### src/rtl/ram_post_pkg.sv
// Shared types and helpers for the write-posting buffer between a memory master and the HyperRAM arbitrator.
package ram_post_pkg;

  typedef enum logic [1:0] {S_IDLE, S_WR, S_RD, S_RDACK} state_t;

  localparam int ABITS_DEF = 24;
  localparam int DBITS_DEF = 8;
  localparam int ENTRY_W   = ABITS_DEF + DBITS_DEF;

  function automatic int clog2(input int n);
    int w;
    w = 0;
    for (int i = 0; i < 31; i++) begin
      if ((1 << i) < n) w = i + 1;
    end
    return w;
  endfunction

endpackage

### src/rtl/ram_post_fifo.sv
// Posted-write queue of {addr,data} entries; push/pop take effect at the clock edge, head is combinational.
// RAM_POST_FWD_EN adds an address lookup returning the youngest matching queued entry's data.
module ram_post_fifo
  import ram_post_pkg::*;
#(
  parameter int EW    = ENTRY_W,
  parameter int DEPTH = 4
`ifdef RAM_POST_FWD_EN
  ,
  parameter int AW    = ABITS_DEF
`endif
) (
  input  logic                  clk,
  input  logic                  reset_n,
  input  logic                  push,
  input  logic [EW-1:0]         push_dat,
  input  logic                  pop,
  output logic [EW-1:0]         head_dat,
  output logic                  full,
  output logic                  empty,
`ifdef RAM_POST_FWD_EN
  input  logic [AW-1:0]         lk_a,
  output logic                  lk_hit,
  output logic [EW-AW-1:0]      lk_d,
`endif
  output logic [clog2(DEPTH):0] count
);

  localparam int PW = clog2(DEPTH);
  localparam int CW = PW + 1;

  logic [EW-1:0] mem [DEPTH];
  logic [PW-1:0] wr_ptr;
  logic [PW-1:0] rd_ptr;

  // The caller never pushes while full or pops while empty.
  always_ff @(posedge clk or negedge reset_n) begin
    if (!reset_n) begin
      wr_ptr <= '0;
      rd_ptr <= '0;
      count  <= '0;
    end else begin
      if (push) wr_ptr <= wr_ptr + PW'(1);
      if (pop)  rd_ptr <= rd_ptr + PW'(1);
      count <= count + CW'(push) - CW'(pop);
    end
  end

  always_ff @(posedge clk) begin
    if (push) mem[wr_ptr] <= push_dat;
  end

  assign head_dat = mem[rd_ptr];
  assign full     = (count == CW'(DEPTH));
  assign empty    = (count == '0);

`ifdef RAM_POST_FWD_EN
  // Scan oldest to youngest so the youngest match overwrites earlier ones.
  always_comb begin
    logic [PW-1:0] idx;
    lk_hit = 1'b0;
    lk_d   = '0;
    idx    = '0;
    for (int k = 0; k < DEPTH; k++) begin
      idx = rd_ptr + PW'(k);
      if ((CW'(k) < count) && (mem[idx][EW-1 -: AW] == lk_a)) begin
        lk_hit = 1'b1;
        lk_d   = mem[idx][EW-AW-1:0];
      end
    end
  end
`endif

endmodule

### src/rtl/ram_post_buffer.sv
// Write-posting buffer: writes ack in 1 cycle (held off while full) and drain in order; reads go out after drain.
// With RAM_POST_FWD_EN, reads hitting a queued address are answered from the queue with 1-cycle latency.
module ram_post_buffer
  import ram_post_pkg::*;
#(
  parameter int ABITS = ABITS_DEF,
  parameter int DBITS = DBITS_DEF,
  parameter int DEPTH = 4
) (
  input  logic             clk,
  input  logic             reset_n,
  input  logic             m_req,
  input  logic             m_we,
  input  logic [ABITS-1:0] m_a,
  input  logic [DBITS-1:0] m_d,
  output logic             m_ack,
  output logic [DBITS-1:0] m_q,
  output logic             s_req,
  output logic             s_we,
  output logic [ABITS-1:0] s_a,
  output logic [DBITS-1:0] s_d,
  input  logic             s_ack,
  input  logic [DBITS-1:0] s_q,
  output logic             idle
);

  localparam int PW = clog2(DEPTH);
  localparam int CW = PW + 1;
  localparam int EW = ABITS + DBITS;

  state_t           state, state_nx;
  logic             s_req_nx, s_we_nx;
  logic [ABITS-1:0] s_a_nx;
  logic [DBITS-1:0] s_d_nx;
  logic             ack_wr, push, pop, full, empty;
  logic             wr_take, rd_wait, rd_done, fwd_take, ack_nx, idle_nx;
  logic [DBITS-1:0] fwd_d;
  logic [CW-1:0]    count, cnt_nx;
  logic [EW-1:0]    head_dat;
  logic [ABITS-1:0] head_a;
  logic [DBITS-1:0] head_d;

  // The !m_ack guard keeps a request still held during its ack cycle from being taken twice.
  assign wr_take = m_req && m_we && !m_ack && !full;
  assign rd_wait = m_req && !m_we && !m_ack;
  assign push    = ack_wr;
  assign head_a  = head_dat[EW-1 -: ABITS];
  assign head_d  = head_dat[DBITS-1:0];

`ifdef RAM_POST_FWD_EN
  logic lk_hit;
  logic [DBITS-1:0] lk_d;

  ram_post_fifo #(.EW(EW), .DEPTH(DEPTH), .AW(ABITS)) u_fifo (
    .clk      (clk),
    .reset_n  (reset_n),
    .push     (push),
    .push_dat ({m_a, m_d}),
    .pop      (pop),
    .head_dat (head_dat),
    .full     (full),
    .empty    (empty),
    .lk_a     (m_a),
    .lk_hit   (lk_hit),
    .lk_d     (lk_d),
    .count    (count)
  );

  assign fwd_take = rd_wait && lk_hit;
  assign fwd_d    = lk_d;
`else
  ram_post_fifo #(.EW(EW), .DEPTH(DEPTH)) u_fifo (
    .clk      (clk),
    .reset_n  (reset_n),
    .push     (push),
    .push_dat ({m_a, m_d}),
    .pop      (pop),
    .head_dat (head_dat),
    .full     (full),
    .empty    (empty),
    .count    (count)
  );

  assign fwd_take = 1'b0;
  assign fwd_d    = '0;
`endif

  always_comb begin
    state_nx = state;
    s_req_nx = s_req;
    s_we_nx  = s_we;
    s_a_nx   = s_a;
    s_d_nx   = s_d;
    pop      = 1'b0;
    rd_done  = 1'b0;
    case (state)
      S_IDLE: begin
        // Queued writes always go first so a read observes every earlier write.
        if (!empty) begin
          state_nx = S_WR;
          s_req_nx = 1'b1;
          s_we_nx  = 1'b1;
          s_a_nx   = head_a;
          s_d_nx   = head_d;
        end else if (rd_wait) begin
          state_nx = S_RD;
          s_req_nx = 1'b1;
          s_we_nx  = 1'b0;
          s_a_nx   = m_a;
        end
      end
      S_WR: begin
        if (s_ack) begin
          pop      = 1'b1;
          s_req_nx = 1'b0;
          state_nx = S_IDLE;
        end
      end
      S_RD: begin
        if (s_ack) begin
          rd_done  = 1'b1;
          s_req_nx = 1'b0;
          state_nx = S_RDACK;
        end
      end
      S_RDACK: state_nx = S_IDLE;
      default: state_nx = S_IDLE;
    endcase
  end

  assign ack_nx  = wr_take || rd_done || fwd_take;
  assign cnt_nx  = count + CW'(push) - CW'(pop);
  assign idle_nx = (state_nx == S_IDLE) && (cnt_nx == '0);

  always_ff @(posedge clk or negedge reset_n) begin
    if (!reset_n) begin
      state  <= S_IDLE;
      s_req  <= 1'b0;
      s_we   <= 1'b0;
      s_a    <= '0;
      s_d    <= '0;
      m_ack  <= 1'b0;
      ack_wr <= 1'b0;
      m_q    <= '0;
      idle   <= 1'b1;
    end else begin
      state  <= state_nx;
      s_req  <= s_req_nx;
      s_we   <= s_we_nx;
      s_a    <= s_a_nx;
      s_d    <= s_d_nx;
      m_ack  <= ack_nx;
      ack_wr <= wr_take;
      idle   <= idle_nx;
      if (rd_done)       m_q <= s_q;
      else if (fwd_take) m_q <= fwd_d;
    end
  end

endmodule

### config.mk
export PLATFORM = sky130hd
export DESIGN_NAME = ram_post_buffer
export DESIGN_NICKNAME = d
export VERILOG_FILES = /design/src/rtl/ram_post_pkg.sv /design/src/rtl/ram_post_fifo.sv /design/src/rtl/ram_post_buffer.sv
export SDC_FILE = /design/constraint.sdc
export NUM_CORES = 1
export LEC_CHECK = 0
export BUFFER_PORTS_ARGS = -buffer_cell sky130_fd_sc_hd__buf_4
export CAP_MARGIN = 10
export CORE_ASPECT_RATIO = 0.5
export CORE_UTILIZATION = 60
export DETAILED_ROUTE_END_ITERATION = 8
export PLACE_DENSITY = 0.82
export SLEW_MARGIN = 0
export SYNTH_ARGS = -nofsm -noshare
export SYNTH_HDL_FRONTEND = slang
export SYNTH_SLANG_ARGS = --single-unit
### constraint.sdc
create_clock -name clk -period 7.2 [get_ports clk]
set_input_delay 0 -clock clk [delete_from_list [all_inputs] [get_ports clk]]
set_output_delay 0 -clock clk [all_outputs]
set_load 0.02 [all_outputs]
==> results of run 1 <==
[critical path, stage by stage, from the launching register on]
cell                      delay [ns]
sky130_fd_sc_hd__dfrtp_1        0.45
sky130_fd_sc_hd__inv_1          0.11
sky130_fd_sc_hd__ha_1           0.19
sky130_fd_sc_hd__and2_1         0.20
sky130_fd_sc_hd__ha_1           0.30
sky130_fd_sc_hd__inv_1          0.04
sky130_fd_sc_hd__ha_1           0.19
sky130_fd_sc_hd__fa_1           0.39
sky130_fd_sc_hd__xnor2_1        0.15
sky130_fd_sc_hd__xnor2_1        0.15
sky130_fd_sc_hd__or3_1          0.30
sky130_fd_sc_hd__nor3_1         0.14
[path summary, 6_finish.rpt]
check                               from                end  slack (ns)  depth (start not counted)
max in group asynchronous        reset_n   u_fifo.rd_ptr[0]        6.47                          2
worst min register to register      s_we               s_we        0.48                          1
min in group clk                 m_a[23]  u_fifo.mem[0][31]        0.31                          2
worst max register to register  state[1]               idle        4.51                         11
worst max-delay path            state[1]               idle        4.51                         11
worst min-delay path             reset_n             m_q[4]        0.21                          2
[timing repair]
action	4_1_cts	5_1_grt
hold buffers	45	0
endpoints found under the hold margin	216	0
setup endpoints to repair	0	0
resized for setup	0	0
[registers in the layout, indices dropped and copies added, names as in the netlist, 2 cells and up]
signal         cells
u_fifo.mem       128
s_a               24
m_q                8
s_d                8
u_fifo.count       3
state              2
u_fifo.rd_ptr      2
u_fifo.wr_ptr      2
[area by class of cell]
cell class	instances	area [sq um]
clock buffers	24	492
clock inverters	8	120
fillers	595	2310
inverters	10	37.5
multi-input cells	169	1790
flip-flops and latches	182	5200
well taps	159	199
repair buffers	137	1140
[logic make-up after synthesis]
kind of cell / after synthesis / share of synthesized area (%)
flip-flops: 182 / 72.8
AO/OA/AOI/OAI: 60 / 5.70
multiplexers: 48 / 13.1
AND/OR/NAND/NOR: 43 / 3.07
buffers and inverters: 29 / 2.33
adder cells (fa/ha/maj): 13 / 2.38
XOR/XNOR: 5 / 0.614
[per-layer routing]
layer / up-vias / global-route usage (%) / wire length (microns)
li1: 1750 / - / -
met1: 2060 / 36.0 / 6460
met2: 214 / 46.3 / 8020
met3: 30 / 6.99 / 1040
met4: 0 / 10.9 / 359
met5: - / 0 / 0
[synth_stat cells (2+ instances only)]
library cell | n | area share [%]
sky130_fd_sc_hd__a21o_1 | 2 | 0.21
sky130_fd_sc_hd__a22oi_1 | 24 | 2.5
sky130_fd_sc_hd__and2_1 | 5 | 0.44
sky130_fd_sc_hd__buf_2 | 9 | 0.63
sky130_fd_sc_hd__buf_6 | 4 | 0.63
sky130_fd_sc_hd__clkbuf_1 | 5 | 0.26
sky130_fd_sc_hd__dfrtp_1 | 53 | 19
sky130_fd_sc_hd__edfxtp_1 | 128 | 54
sky130_fd_sc_hd__ha_1 | 12 | 2.1
sky130_fd_sc_hd__inv_1 | 10 | 0.53
sky130_fd_sc_hd__mux2_2 | 11 | 1.7
sky130_fd_sc_hd__mux2_4 | 5 | 1.1
sky130_fd_sc_hd__mux4_1 | 4 | 1.5
sky130_fd_sc_hd__mux4_2 | 28 | 8.8
sky130_fd_sc_hd__nand2_1 | 29 | 1.5
sky130_fd_sc_hd__nor2b_1 | 3 | 0.26
sky130_fd_sc_hd__o211ai_1 | 2 | 0.21
sky130_fd_sc_hd__o21ai_0 | 21 | 1.5
sky130_fd_sc_hd__o21ai_1 | 5 | 0.35
sky130_fd_sc_hd__xnor2_1 | 3 | 0.37
sky130_fd_sc_hd__xor2_1 | 2 | 0.25
[where the power goes]
part,leakage (nW),internal [mW],switching (mW)
registers,1.81,1.35,0.146
logic,1.32,0.574,0.682
clock network,0.298,0.582,0.386
[per-stage QoR]
stage | instance area (sq um) | hold WS, ns | worst slack (ns) | total power, mW
6_report | 8970 | 0.209 | 4.51 | 3.72
4_1_cts | 8970 | 0.197 | 4.54 | 3.70
5_1_grt | 8970 | 0.275 | 4.40 | 3.87
3_3_place_gp | 7910 | 0.108 | 4.70 | 2.66
3_5_place_dp | 7910 | 0.111 | 4.60 | 2.70
2_1_floorplan | 7140 | -0.296 | 4.77 | 2.32
==> results, run 1 <==
- The data arrival at the endpoint of the critical path is 3.03 ns.
- The number of clock buffers added by TritonCTS is 17.
- The smallest clock period supported by the final layout is computed as 2.69 ns.
- For the final database, setup skew stands at 0.0115 ns.
- The initial antenna violation count is 0.
- The max capacitance violation total is 0.
- The worst-margin pin slew is 1.01 ns.
- After clock tree synthesis, the clock-pin slew on the worst setup and hold paths is 0.06 ns.
- For the worst-skew pair, the clock arrives at the later sink with an insertion delay of 0.43 ns.
- 0 antenna diodes ended up in the layout.
- The flow ran to the end, and the final reports show no timing, DRC or antenna violations.
- The starting density of the core is 63.3%.
- The die covers 0.0124 sq mm.
- The global-route congestion overflow total is 0.
- The worst-case clock buffer depth is 2.
- The worst path uses 37.4% of the clock period.
- The area growth from synthesis to layout is 25.7%.
- The core region is 0.0113 sq mm.
- The total number of vias is 4,054.
- The relative slew slack is 32.5%.
- The number of flops mapped to enable cells by yosys is 128.
- The Yosys warning count is 0.
- STA puts the critical path data required time at 7.54 ns.
- Leaving out filler cells and counting taps, the final layout contains 689.
- The die is 156 microns wide.
- Leaving out fill and tap cells, the most frequent cell in the layout is sky130_fd_sc_hd__edfxtp_1.
- Wires add up to 15,900 microns.
- For this run, the register share of the synthesized area comes to 72.8%.
- The row count is 27.
- The critical path in this run is classified as register to register.
- In the layout the commonest cells are 128 x sky130_fd_sc_hd__edfxtp_1, 92 x sky130_fd_sc_hd__buf_4, 52 x sky130_fd_sc_hd__dfrtp_1, 45 x sky130_fd_sc_hd__dlygate4sd3_1, 29 x sky130_fd_sc_hd__nand2_1.
- The number of nets in the final layout is 575.
- The buffer cell driving the clock tree root is sky130_fd_sc_hd__clkbuf_16.
- The cell area that synthesis handed to floorplanning was 0.00714 sq mm.
- The most used flip-flop cell after synthesis is sky130_fd_sc_hd__edfxtp_1.
- The largest voltage drop on the vdd net is 0.217 mV.
- The leakage power is 3.43 nW.
- The highest fanout seen on the critical path is 5.
- In this run the remaining antenna-violating nets after routing total 0.
- After detailed routing, the number of vias per cell comes to 5.88.
- Of all flip-flops after synthesis, the portion carrying an async set or reset was 29.7%.
- The combined global-route utilization of all metal layers is 27.9%.
- The number of endpoints with negative hold slack in the final report came to 0.
- The first global-routing pass estimated 24,100 microns of wire.
- The HPWL after detailed placement is 7730 microns.
- The synthesized netlist cell count is 380.
- The iteration count of the initial detailed-routing pass is 4.
- The via count of the first global-routing pass came to 4,253.
- STA classifies the critical path endpoint as a register.
- The sort of element at the start of the critical path is a register.
- The number of setup buffers added after CTS is 0.
- Setup repair after global routing left no endpoint under its margin.
- The number of nets in the synthesized netlist is 438.
- Port buffering added 88 buffers.
- In this run, the number of DRC markers left after iteration 0 of detailed routing was 258.
- Dividing the synthesized area by the synthesized cell count gives 18.8 sq um.
- After routing, the total negative slack on setup checks comes to 0 ns.
- Based on the critical path, the design can be clocked at up to 372 MHz.
- The H-tree depth reported by CTS is 4.
- The post-route netlist has 32.8% of its cells at a drive strength greater than 1.
- In this run the vertical extent of the chip is 79.1 microns.
- The number of I/O pins is 89.
- The clock tree from TritonCTS is done.
- After synthesis the netlist holds a flip-flop and latch count of 182.
- Dividing the detail-routed wire length by the instance count gives 23.0 microns.
- Measured on the finished design, the core utilization comes to 79.5%.
- The congestion estimate from routability-driven global placement came to 0.801.
- The type of the tightest min-delay check is input port to async pin.
- The count of pins over their slew limit is 0.
- Counting tap cells, the placed design contains a total of 612 instances.
- The number of sinks on the clock net is 182.
- Setup violations remaining at the end of the flow were counted as 0.
- The count of unresolved DRC violations after routing is 0.
- The power per unit of standard cell area is 415 mW/mm^2.
- Entering global routing, the biggest net connects 55 pins.
- Counting distinct cell types in the post-synthesis netlist gives 36.
(Power assumes the default switching activity.)
==> run 2, diff against run 1 <==
Settings changed: CORE_UTILIZATION 60 to 57, PLACE_DENSITY 0.82 to 0.79.
Clock period 7.2 ns to 2.7 ns, I/O delays scaled along.
==> run 2 against run 1 <==
Against the previous run:
- critical path depth is the same
- die area up 5.2%
- global-route usage decreased by 4.0 points
- sequential power grew to 2.7 times the previous value
- count of clock-buffer cells in the layout is 4 lower
- highest routed layer unchanged
==> results, run 2 (synthesized netlist as in run 1, its figures left out) <==
- The starting density of the core is 59.4% (-3.9 points).
- The worst-case clock skew came to 0.0113 ns (-0.000154 ns).
- The worst-margin pin slew was 0.749 ns (-0.261 ns).
- The half-perimeter wire length after detailed placement was 8290 microns (+7.2%).
- The sort of element at the start of the critical path is a register.
- The die height is 81.1 microns (+2.5%).
- The data arrival at the endpoint of the critical path is 2.88 ns (-0.15 ns).
- The number of sinks on the clock net is 182 (unchanged).
- The antenna cell count is 0 (unchanged).
- The highest fanout seen on the critical path is 5 (unchanged).
- The number of fill cells in the layout is 686 (+15%).
- The top cell types in the final layout, fill and taps aside, are 128 x sky130_fd_sc_hd__edfxtp_1, 104 x sky130_fd_sc_hd__buf_4, 51 x sky130_fd_sc_hd__dfrtp_1, 44 x sky130_fd_sc_hd__dlygate4sd3_1, 29 x sky130_fd_sc_hd__nand2_1.
- The worst-case clock buffer depth is 2 (unchanged).
- The via density per instance is 5.65 (-3.9%).
- The clock tree from TritonCTS is done.
- The number of I/O pins is 89 (unchanged).
- The placer congestion estimate is 0.709 (-11%).
- The leakage power was 3.44 nW (+0.30%).
- The worst-case setup slack after placement is 0.0805 ns (-4.52 ns).
- The flow ran to the end, and the final reports show no timing, DRC or antenna violations.
- Ranked by flip-flop count, first place goes to u_fifo.mem.
- The number of endpoints with negative hold slack in the final report came to 0 (unchanged).
- The fraction of the cycle the final worst path needs is 93.2% (+56 points).
- The setup-violating endpoint count in the final report was 0 (unchanged).
- The H-tree depth reported by CTS is 4 (unchanged).
- The time the final worst path needs with I/O delays and setup came to 2.52 ns (-0.176 ns).
- The number of flip-flops in the largest register was 128 (unchanged).
- The relative slew slack is 50.0% (+18 points).
- The ratio of cells with drive above 1 in the final layout was 34.8% (+1.9 points).
- The total number of vias is 3,990 (-1.6%).
- The wire length after detailed routing is 14,600 microns (-8.2%).
- In this run the worst hold path is classified as input port to async pin.
- The clock latency of the later-clocked register in the worst-skew pair was 0.43 ns (about the same).
- The most numerous cell on the critical path is sky130_fd_sc_hd__ha_1.
- The least setup slack across all paths after layout is 0.185 ns (-4.32 ns).
- The overall power came to 9.58 mW (+160%).
- The max capacitance violation total came to 0 (unchanged).
- The floorplan die width is 160 microns (+2.6%).
- The cell with the largest stage delay on the worst path is sky130_fd_sc_hd__dfrtp_2.
- The remaining antenna violation count after routing is 0 (unchanged).
- The total negative slack is 0 ns (unchanged).
- The number of CTS-inserted buffers was 17 (unchanged).
- The sequential standard cell area is 0.00520 sq mm (about the same).
- Setup repair after global routing left no endpoint under its margin.
- The achievable frequency is 398 MHz (+7.0%).
- The row count is 28 (+3.7%).
- The combined global-route utilization of all metal layers is 23.8% (-4.0 points).
- The via count of the first global-routing pass is 4,012 (-5.7%).
- The largest voltage drop on the vdd net is 0.586 mV (+170%).
- The count of pins over their slew limit is 0 (unchanged).
- The number of nets in the final layout was 586 (+1.9%).
- The global-route congestion overflow total is 0 (unchanged).
- The buffer cell driving the clock tree root is sky130_fd_sc_hd__clkbuf_16.
- The power per unit of standard cell area is 1060 mW/mm^2 (+160%).
- The worst stage delay on the critical path is 0.41 ns (-0.04 ns).
- The area of combinational cells with multiple inputs came to 0.00179 sq mm (+0.28%).
- The maximum number of pins on one net before global-route repair is 55 (unchanged).
- The kind of end point of the critical path is a register.
- The total die area is 0.0130 sq mm (+5.2%).
- Traced cell by cell, the critical path runs through inv_2, ha_1, and2_1, ha_1, inv_1, ha_1, fa_1, xnor2_1, xnor2_1, or3_1, nor3_2.
- The type of the worst setup path is register to register.
- The core outline area is 0.0120 sq mm (+6.5%).
- Relative to the synthesized area, the layout overhead comes to 26.1%.
- The critical path data required time is 3.06 ns (-4.48 ns).
- The initial antenna violation count was 0 (unchanged).
- Leaving out fill and tap cells, the most frequent cell in the layout is sky130_fd_sc_hd__edfxtp_1.
- In the final layout, the registers with the most flip-flops are u_fifo.mem: 128 flops, s_a: 24 flops.
- The iteration count of the initial detailed-routing pass was 5 (+1).
- The count of unresolved DRC violations after routing is 0 (unchanged).
- The clock input transition at the sequential cells of the worst setup and hold paths is 0.07 ns (about the same).
- The starting DRC count in detailed routing is 292 (+13%).
- The first-pass GRT wire length is 22,200 microns (-7.7%).
- The number of I/O port buffers came to 88 (unchanged).
- The average wire per standard cell was 20.6 microns (-10%).
## run 2: cell count changes in the layout (fill, tap and decap cells not counted), sizes merged
cell,delta
inv,+1
clkbuf,-4
clkinv,+1
dlygate4sd3,-1
clkinvlp,+4
bufinv,-2
buf,+12
## run 2: metal layers
layer  wire [microns]  track usage (%)  up-vias
met3              874             6.18       11
met2             7380             38.9      151
met4              186             6.95        0
li1                 -                -     1782
met1             6120             32.4     2046
met5                0                0        -
## run 2: area by class of cell
type                    instances  share of cell area [%]
clock buffers                  20                    4.85
multi-input cells             169                    19.9
clock inverters                12                    1.18
flip-flops and latches        182                    57.8
well taps                     165                    2.29
inverters                      10                   0.417
repair buffers                148                    13.6
## run 2: worst max-delay path, delay by kind of cell, from the launching register on
| family | cells | cell delay [ns] |
|---|---|---|
| fa+ha+maj | 4 | 1.03 |
| buf+inv | 2 | 0.10 |
| flops | 1 | 0.41 |
| simple gates | 3 | 0.64 |
| xor+xnor | 2 | 0.28 |
## run 2: final timing paths
check	from	endpoint	slack [ns]	cells past startpoint
worst max register to register	state[1]	idle	0.18	11
worst max-delay path	state[1]	idle	0.18	11
worst min register to register	s_we	s_we	0.49	1
min in group clk	m_d[3]	u_fifo.mem[2][3]	0.32	2
max in group asynchronous	reset_n	state[1]	1.99	2
worst min-delay path	reset_n	m_q[4]	0.17	2
## run 2: metrics by stage
step	instances	hold slack, ns	instance area, sq um	utilization (%)
after floorplan	380	-0.296	7140	-
after global placement	629	0.113	8000	66.6
after detailed placement	629	0.119	8000	66.6
after CTS	705	0.209	8980	74.8
after global routing	706	0.252	9000	74.9
final	706	0.172	9000	74.9
## run 2: timing repair
action,4_1_cts,5_1_grt
buffers inserted,0,1
endpoints found under the hold margin,219,0
resized for setup,0,3
hold buffers,44,0
setup endpoints to repair,0,1
## run 2: power by group
part	switching (mW)	total, mW	leakage, nW	internal (mW)
Combinational	1.71	3.29	1.38	1.58
Clock	1.03	2.30	0.248	1.27
Sequential	0.398	3.99	1.81	3.60
==> run 3, diff against run 2 <==
Settings changed: SYNTH_HIERARCHICAL from default to 1.
==> run 3 against run 2 <==
Against the previous run:
- register-to-register slack worse by 0.06 ns
- sequential power about the same
- die area up 1.2%
- worst hold slack worse by 0.13 ns
- critical path depth down 1
- highest routed layer unchanged
==> results, run 3 <==
- The run finished with clean final reports.
- The synthesized netlist cell count was 385 (+1.3%).
- The part of the Yosys area used for sequential elements was 71.9% (-0.88 points).
- The number of nets in the final layout is 590 (+0.68%).
- The buffer cell driving the clock tree root is sky130_fd_sc_hd__clkbuf_16.
- The fraction of the cycle the final worst path needs is 95.4% (+2.3 points).
- The highest signal layer in the routed design is met4.
- The starting density of the core was 59.8% (+0.38 points).
- The global-route congestion overflow total is 0 (unchanged).
- The starting DRC count in detailed routing is 208 (-29%).
- The relative slew slack is 31.2% (-19 points).
- The least setup slack across all paths after layout was 0.124 ns (-0.0609 ns).
- The core utilization of the finished layout was 75.3% (+0.44 points).
- The largest registers in the layout are u_fifo/mem: 128 flops, s_a: 24 flops.
- The met3 layer wire length in the routed design is 709 microns (-19%).
- The data arrival at the endpoint of the critical path is 2.92 ns (+0.04 ns).
- The setup path with the least slack is of type register to register.
- The final non-filler cell total is 707 (+0.14%).
- The leakage power was 3.49 nW (+1.4%).
- The floorplan die width is 161 microns (+0.61%).
- The share of the synthesized area in the top cell type is 53.2% (-0.65 points).
- In the synthesized netlist the dominant register cell turns out to be sky130_fd_sc_hd__edfxtp_1.
- The highest fanout seen on the critical path is 5 (unchanged).
- In the layout the commonest cells are 128 x sky130_fd_sc_hd__edfxtp_1, 96 x sky130_fd_sc_hd__buf_4, 51 x sky130_fd_sc_hd__dfrtp_1, 44 x sky130_fd_sc_hd__dlygate4sd3_1.
- The synthesized netlist net count is 446 (+1.8%).
- The via density per instance was 5.45 (-3.5%).
- The first-pass GRT wire length is 21,200 microns (-4.4%).
- The ratio of cells with drive above 1 in the final layout is 33.9% (-0.80 points).
- The die height is 81.6 microns (+0.59%).
- The area of placed instances was 0.00805 sq mm (+0.59%).
- The via count of the first global-routing pass is 3,958 (-1.3%).
- The worst-margin pin slew is 1.03 ns (+0.280 ns).
- The number of placed instances with taps included is 630 (+0.16%).
- TritonCTS built the clock tree.
- The count of different cell masters after synthesis is 35 (-2.8%).
- The post-synthesis to final-layout area growth came to 26.0% (about the same).
- The number of flip-flops in the largest register is 128 (unchanged).
- By area the synthesized netlist is led by sky130_fd_sc_hd__edfxtp_1 53%, sky130_fd_sc_hd__dfrtp_1 18%, sky130_fd_sc_hd__mux4_2 8.7%, sky130_fd_sc_hd__mux2i_1 3.3%, sky130_fd_sc_hd__mux2_2 2.5%.
- The combined global-route utilization of all metal layers is 22.2% (-1.7 points).
- The final standard cell area without fillers is 0.00910 sq mm (+1.2%).
- The iteration count of the initial detailed-routing pass is 4 (-1).
- The placer congestion estimate is 0.728 (+2.6%).
- The achievable frequency is 388 MHz (-2.4%).
- The initial antenna violation count is 0 (unchanged).
- The worst-case clock skew is 0.0128 ns (+0.00144 ns).
- In this run the worst hold path is classified as input port to register.
- The core outline area came to 0.0121 sq mm (+0.58%).
- The worst-case setup slack after placement is 0.101 ns (+0.0210 ns).
- The Yosys warning count is 6 (+6).
- The count of pins over their slew limit is 0 (unchanged).
- The number of I/O pins came to 89 (unchanged).
- The area of the mapped netlist was 0.00722 sq mm (+1.2%).
- The sort of element at the start of the critical path is a register.
- The async set-reset flop share out of synthesis came to 29.7% (unchanged).
- The number of CTS-inserted buffers is 17 (unchanged).
- The row count is 28 (unchanged).
- The critical path data required time is 3.05 ns (about the same).
- The routed length on met2 was 7090 microns (-4.0%).
- u_fifo/mem holds more flip-flops than any other register.
- The remaining antenna violation count after routing is 0 (unchanged).
- The maximum number of pins on one net before global-route repair is 55 (unchanged).
- The number of sinks on the clock net is 182 (unchanged).
- The number of I/O port buffers is 88 (unchanged).
- The most common library cell in the layout ignoring fill and taps is sky130_fd_sc_hd__edfxtp_1.
- The worst-case clock buffer depth is 2 (unchanged).
- The commonest cells after synthesis are 128 x sky130_fd_sc_hd__edfxtp_1, 53 x sky130_fd_sc_hd__dfrtp_1, 28 x sky130_fd_sc_hd__mux4_2, 28 x sky130_fd_sc_hd__nand2_1, 24 x sky130_fd_sc_hd__mux2i_1.
- The worst hold slack is 0.0404 ns (-0.132 ns).
- The time the final worst path needs with I/O delays and setup is 2.58 ns (+0.0609 ns).
- The count of unresolved DRC violations after routing is 0 (unchanged).
- The power per unit of standard cell area was 1070 mW/mm^2 (+0.89%).
- The number of fill cells in the layout was 715 (+4.2%).
- The antenna cell count is 0 (unchanged).
- The wire length after detailed routing was 13,800 microns (-5.6%).
- The total number of vias is 3,854 (-3.4%).
- The max capacitance violation total is 0 (unchanged).
- STA classifies the critical path endpoint as a register.
- The largest voltage drop on the vdd net is 0.489 mV (-17%).
- The total die area is 0.0132 sq mm (+1.2%).
- The clock input transition at the sequential cells of the worst setup and hold paths is 0.07 ns (about the same).
- The clock latency of the later-clocked register in the worst-skew pair is 0.42 ns (about the same).
- The H-tree depth reported by CTS was 4 (unchanged).
- The post-synthesis average cell area is 18.8 sq um (about the same).
- The detailed-routing wirelength on met1 is 5860 microns (-4.2%).
- The number of endpoints with negative hold slack in the final report is 0 (unchanged).
- The flop and latch count out of synthesis is 182 (unchanged).
- The average wire per standard cell is 19.5 microns (-5.7%).
- In the post-synthesis netlist, the cell with the most instances is sky130_fd_sc_hd__edfxtp_1.
- The half-perimeter wire length after detailed placement is 7710 microns (-6.9%).
- The setup-violating endpoint count in the final report came to 0 (unchanged).
- sky130_fd_sc_hd__edfxtp_1 takes more of the synthesized area than any other cell.
- The number of flops mapped to enable cells by yosys is 128 (unchanged).
run 3: cell types whose count changed after synthesis, moves of 2 or more:
cell	delta
sky130_fd_sc_hd__a21oi_1	+2
sky130_fd_sc_hd__buf_12	+2
sky130_fd_sc_hd__nand2b_1	+2
sky130_fd_sc_hd__inv_1	+3
sky130_fd_sc_hd__ha_1	+2
sky130_fd_sc_hd__mux2i_1	+24
sky130_fd_sc_hd__a22oi_1	-24
sky130_fd_sc_hd__clkbuf_1	-4
sky130_fd_sc_hd__mux2_2	+5
sky130_fd_sc_hd__mux2_4	-5
sky130_fd_sc_hd__o211ai_1	-2
sky130_fd_sc_hd__o21ai_1	+5
sky130_fd_sc_hd__o21ai_0	-5
run 3: logic make-up (layout without fill, tap and decap cells):
kind of cell | count (synthesis) | in the layout | share of synthesized area, %
compound gates | 33 | 33 | 2.49
xor+xnor | 7 | 7 | 0.849
fa+ha+maj | 16 | 16 | 2.98
buf+inv | 30 | 187 | 2.72
flops | 182 | 182 | 71.9
mux | 72 | 72 | 16.0
simple gates | 45 | 45 | 3.03
run 3: cell type report:
class	count	area, sq um	area share (%)
clock buffers	19	433	4.76
clock inverters	13	163	1.79
inverters	13	48.8	0.536
multi-input cells	173	1850	20.4
flip-flops and latches	182	5200	57.1
well taps	165	206	2.27
repair buffers	142	1200	13.2
run 3: what timing repair did:
action	4_1_cts	5_1_grt
buffers inserted	0	1
resized for setup	0	3
endpoints found under the setup margin	0	1
hold buffers	44	0
endpoints found under the hold margin	218	0
run 3: final timing paths:
path	start	end	slack (ns)	cells after the start
min reg2reg	s_we	s_we	0.48	1
max reg2reg	state[0]	idle	0.12	10
min in group asynchronous	reset_n	s_d[4]	0.22	2
max	state[0]	idle	0.12	10
min	m_req	m_ack	0.04	3
max in group asynchronous	reset_n	u_fifo/rd_ptr[1]	1.91	2
run 3: routing by layer:
layer	GRT usage (%)	up-vias
met5	0	-
met4	7.55	0
met3	3.84	8
met2	39.2	120
met1	28.5	1960
li1	-	1766
run 3: per-stage QoR:
stage | TNS (ns) | power [mW]
floorplan | 0 | 6.29
global placement | 0 | 7.17
detailed placement | 0 | 7.27
CTS | 0 | 9.85
global route | -0.0173 | 10.3
finish | 0 | 9.78
run 3: worst max-delay path, cell delays in order (launching register included):
cell and delay (ns):
sky130_fd_sc_hd__dfrtp_1 0.43, sky130_fd_sc_hd__ha_1 0.24, sky130_fd_sc_hd__and2_2 0.23, sky130_fd_sc_hd__ha_1 0.28
sky130_fd_sc_hd__inv_1 0.04, sky130_fd_sc_hd__ha_1 0.18, sky130_fd_sc_hd__fa_2 0.35, sky130_fd_sc_hd__xnor2_2 0.14
sky130_fd_sc_hd__xnor2_1 0.12, sky130_fd_sc_hd__or4_1 0.39, sky130_fd_sc_hd__nor2_1 0.10
run 3: power by group:
group / leakage (nW) / switching (mW) / internal, mW
Clock: 0.282 / 1.08 / 1.40
Combinational: 1.40 / 1.72 / 1.61
Sequential: 1.81 / 0.361 / 3.61
